### src/rtl/key_entry_buffer.sv
// key_entry_buffer: collects keypad digits into an HH:MM shift buffer,
// validates on ALARM/TIME and strobes the load, error or timeout outputs.
module key_entry_buffer #(
  parameter int TIMEOUT_SEC = 10
) (
  input  logic       clock,
  input  logic       reset,
  input  logic       one_second,
  input  logic       key_valid,
  input  logic [3:0] key,
  output logic [3:0] key_buffer_ms_hr,
  output logic [3:0] key_buffer_ls_hr,
  output logic [3:0] key_buffer_ms_min,
  output logic [3:0] key_buffer_ls_min,
  output logic       load_new_a,
  output logic       load_new_c,
  output logic       show_keyboard,
  output logic       entry_error,
  output logic       entry_timeout
);
  localparam logic [0:0] IDLE = 1'b0;
  localparam logic [0:0] ENTRY = 1'b1;
  localparam logic [7:0] TMAX = 8'(TIMEOUT_SEC - 1);
  logic [0:0] r_state;
  logic [2:0] r_count;
  logic [7:0] r_timer;
  logic [3:0] r_ms_hr, r_ls_hr, r_ms_min, r_ls_min;
  logic       r_load_a, r_load_c, r_show, r_error, r_timeout;
  logic       w_digit, w_cmd, w_clear, w_valid;
  assign w_digit = key_valid && key <= 4'd9;
  assign w_cmd   = key_valid && (key == 4'hA || key == 4'hB);
  assign w_clear = key_valid && key == 4'hC;
  assign w_valid = r_count == 3'd4 && r_ms_hr <= 4'd2 &&
                   (r_ms_hr == 4'd2 ? r_ls_hr <= 4'd3 : r_ls_hr <= 4'd9) &&
                   r_ms_min <= 4'd5 && r_ls_min <= 4'd9;
  always_ff @(posedge clock or posedge reset) begin
    if (reset) begin
      r_state   <= IDLE;
      r_count   <= '0;
      r_timer   <= '0;
      r_ms_hr   <= '0;
      r_ls_hr   <= '0;
      r_ms_min  <= '0;
      r_ls_min  <= '0;
      r_load_a  <= 1'b0;
      r_load_c  <= 1'b0;
      r_show    <= 1'b0;
      r_error   <= 1'b0;
      r_timeout <= 1'b0;
    end else begin
      r_load_a  <= 1'b0;
      r_load_c  <= 1'b0;
      r_error   <= 1'b0;
      r_timeout <= 1'b0;
      if (r_state == IDLE) begin
        if (w_digit) begin
          {r_ms_hr, r_ls_hr, r_ms_min, r_ls_min} <= {12'h000, key};
          r_count <= 3'd1;
          r_timer <= '0;
          r_show  <= 1'b1;
          r_state <= ENTRY;
        end
      end else if (w_digit) begin
        {r_ms_hr, r_ls_hr, r_ms_min, r_ls_min} <= {r_ls_hr, r_ms_min, r_ls_min, key};
        r_count <= r_count == 3'd4 ? 3'd4 : r_count + 3'd1;
        r_timer <= '0;
      end else if (w_cmd || w_clear) begin
        // A valid commit leaves the buffer intact so the consumer samples stable data.
        if (!(w_cmd && w_valid)) {r_ms_hr, r_ls_hr, r_ms_min, r_ls_min} <= '0;
        r_load_a <= w_cmd && w_valid && key == 4'hA;
        r_load_c <= w_cmd && w_valid && key == 4'hB;
        r_error  <= w_cmd && !w_valid;
        r_timer  <= '0;
        r_show   <= 1'b0;
        r_state  <= IDLE;
      end else if (one_second) begin
        if (r_timer == TMAX) begin
          {r_ms_hr, r_ls_hr, r_ms_min, r_ls_min} <= '0;
          r_timeout <= 1'b1;
          r_timer   <= '0;
          r_show    <= 1'b0;
          r_state   <= IDLE;
        end else begin
          r_timer <= r_timer + 8'd1;
        end
      end
    end
  end
  assign key_buffer_ms_hr  = r_ms_hr;
  assign key_buffer_ls_hr  = r_ls_hr;
  assign key_buffer_ms_min = r_ms_min;
  assign key_buffer_ls_min = r_ls_min;
  assign load_new_a        = r_load_a;
  assign load_new_c        = r_load_c;
  assign show_keyboard     = r_show;
  assign entry_error       = r_error;
  assign entry_timeout     = r_timeout;
endmodule

### config.mk
export PLATFORM = sky130hd
export DESIGN_NAME = key_entry_buffer
export DESIGN_NICKNAME = d
export VERILOG_FILES = /design/src/rtl/key_entry_buffer.sv
export SDC_FILE = /design/constraint.sdc
export NUM_CORES = 1
export LEC_CHECK = 0
export BUFFER_PORTS_ARGS = -buffer_cell sky130_fd_sc_hd__buf_2
export CORE_MARGIN = 2
export CORE_UTILIZATION = 40
export CTS_CLUSTER_SIZE = 30
export DETAILED_ROUTE_END_ITERATION = 10
export PLACE_DENSITY = 0.66
export SLEW_MARGIN = 20
export SYNTH_ARGS = -nofsm -noshare
export SYNTH_HDL_FRONTEND = slang
export SYNTH_SLANG_ARGS = --single-unit
### constraint.sdc
create_clock -name clock -period 1.9 [get_ports clock]
set_clock_uncertainty 0.05 [all_clocks]
set_input_delay 0.19 -clock clock [delete_from_list [all_inputs] [get_ports clock]]
set_output_delay 0.19 -clock clock [all_outputs]
set_load 0.05 [all_outputs]
==> flow_summary.json <==
{
  "synth_common_cells": "dfrtp_1, nand2_1, o21ai_0",
  "core-area_sq_um": 3720,
  "antenna_left": 0,
  "placed_area_sq_um": 1880,
  "yosysMostFrequentCell": "dfrtp_1",
  "track_usage_pct": 18.6,
  "dp_hpwl_um": 2580,
  "rows": 22,
  "tritoncts": "built",
  "first_pass_iters": 4,
  "hold_path.class": "in2reg",
  "clock-root-buffer": "clkbuf_8",
  "synth_cell_types": 30,
  "critPathLaunchType": "flop",
  "grt_pass1_wl_um": 6180,
  "max_slew_margin_pct": 70.9,
  "numCtsBuffers": 5,
  "numPortBuffers": 28,
  "nets": 213,
  "dieHeight_um": 66.8,
  "synth_area_per_cell_sq_um": 10.2,
  "diodes": 0,
  "yosysSeqAreaShare_pct": 52.3,
  "clk_pin_slew_ns": 0.07,
  "post-route-min-period_ns": 1.91,
  "worstMarginPinSlew_ns": 0.437,
  "crit_path_start": "r_timer[1]",
  "via_count": 1334,
  "routed_wl_um": 3520,
  "synth.area.top_cells": "dfrtp_1, a22o_1, o21ai_0",
  "synth_fp_nets": 166,
  "cp.required_ns": 2.02,
  "fp.dieW_um": 66.8,
  "worst_slack_ns": -0.0113,
  "dpl_worst_slack_ns": -0.167,
  "htree_levels": 2,
  "min_period_over_period_pct": 101,
  "status": "complete, but fails checks",
  "async_reset_ff_share_pct": 100,
  "crit_path_max_fanout": 8,
  "max_freq_ghz": 0.523,
  "peakVddDrop_uv": 512,
  "synth-main-ff-cell": "dfrtp_1",
  "finalInstanceArea_sq_um": 2000,
  "cellPowerDensity_nw_per_um2": 1110,
  "cp_top_family": "simple AND/OR/NAND/NOR gates",
  "overflow": 0,
  "synth_cells": 154,
  "drive_gt1_share_pct": 33.7,
  "endpoint_kind": "flop",
  "area_delta_synth_final_pct": 27.0,
  "crit_buf_inv": 1,
  "io_pins": 29,
  "hold_violations": 0,
  "syn_area_sq_um": 1580,
  "drv_cap": 0,
  "crit_arrival_ns": 2.03,
  "hold_start": "key[0]",
  "yosys.area.top_type": "dfrtp_1",
  "grt_pass1_vias": 1338,
  "synth-edff-count": 0,
  "whs_ns": 0.0737,
  "cp_slowest_cell": "or3_4",
  "ys_seq_elements": 33,
  "clockBufferDepth": 2,
  "r2r-start": "r_timer[1]",
  "gp_congestion": 0.920,
  "timing_worst_setup_path_type": "reg2reg",
  "cts.sinks": 33,
  "finalSetupViolCount": 3,
  "drcViolationCount": 0,
  "die-area_sq_um": 4460,
  "setup_tns_ns": -0.0225,
  "yosysWarnings": 0,
  "routed_via_density": 5.34,
  "initial_utilization_pct": 42.5,
  "grt_max_degree": 34,
  "synth_top_area_share_pct": 52.3,
  "critical_path.max_stage_delay_ns": 0.43,
  "path_cells": "inv_1 > ha_2 > nor4b_4 > and4_4 > nor2_2 > or3_4 > a22o_1",
  "antenna_found_initial": 0,
  "wl_per_cell_um": 14.1,
  "clk_latency_ns": 0.28,
  "drt_iter0_markers": 41,
  "violations": "setup timing",
  "rsz0062_at_grt": "true",
  "slew_viol_final": 0,
  "leakagePower_nw": 0.977
}
[power by group]
group	internal, mW	switching [mW]
sequential	0.821	0.102
combinational	0.273	0.521
clock	0.252	0.253
total	1.35	0.875
[cells by family (layout without fill, tap and decap cells)]
| kind of cell | Yosys count | after routing | share of synthesized area [%] |
|---|---|---|---|
| fa+ha+maj | 4 | 4 | 3.17 |
| flops | 33 | 33 | 52.3 |
| simple gates | 53 | 54 | 18.2 |
| compound gates | 51 | 51 | 22.3 |
| buf+inv | 13 | 60 | 4.04 |
[timing repair]
item                                   in CTS  in global routing
setup endpoints to repair                  16                 15
resized for setup                           3                  4
pin swaps                                  10                  8
gates cloned                                1                  0
buffers inserted                            1                  0
hold buffers                                1                  0
endpoints found under the hold margin      33                  0
[layout by cell type, fill, tap and decap left out, types with 3 or more instances in the layout]
cell type   n
dfrtp_1    30
buf_2      28
nand2_1    20
o21ai_0    17
buf_4      17
a22o_1     14
a21oi_1     6
inv_1       6
nor3_1      6
nor2_1      5
clkbuf_8    5
o31ai_1     4
and3_1      3
nand3_1     3
nand2b_1    3
or3_4       3
ha_1        3
dfrtp_2     3
[per-stage QoR]
step	util [%]	instances	total power [mW]
floorplan	-	154	1.47
global placement	50.7	240	1.68
detailed placement	50.7	240	1.71
CTS	53.6	250	2.24
global route	53.9	250	2.36
finish	53.9	250	2.22
[state kept, by name, summed over array words and instances (netlist names)]
register	cells
r_state	1
show_keyboard	1
key_buffer_ms_hr	4
key_buffer_ls_hr	4
entry_error	1
r_timer	8
load_new_a	1
key_buffer_ms_min	4
r_count	3
entry_timeout	1
key_buffer_ls_min	4
load_new_c	1
[routing by layer]
layer / part of all wire [%] / track usage [%]
met5: 0 / 0
met4: 1.2 / 5.36
met1: 43 / 22.3
met2: 52 / 32.4
met3: 4.2 / 5.07
[path summary, 6_finish.rpt]
kind / endpoint / slack (ns) / depth (start not counted)
max: key_buffer_ms_hr[3] / -0.01 / 7
min: load_new_a / 0.07 / 2
max reg2reg: key_buffer_ms_hr[3] / -0.01 / 7
min reg2reg: key_buffer_ls_hr[0] / 0.47 / 1
max in group asynchronous: key_buffer_ms_hr[1] / 1.00 / 4
min in group asynchronous: r_timer[7] / 0.48 / 4
[worst register-to-register path: cells and delay by family, from the launching register on]
kind                       cells  cell delay, ns
adders and majority gates      1            0.16
DFF                            1            0.38
buffers and inverters          1            0.06
and+or+nand+nor                4            0.91
AOI/OAI and AO/OA              1            0.24
[layout make-up]
type | instances | area [sq um]
Multi-Input combinational cell | 109 | 728
Tap cell | 48 | 60.1
Clock buffer | 5 | 68.8
Sequential cell | 33 | 830
Inverter | 6 | 22.5
Timing Repair Buffer | 46 | 278
Fill cell | 343 | 1710
Clock inverter | 3 | 17.5
No activity file was read; power rests on OpenSTA's default activity.
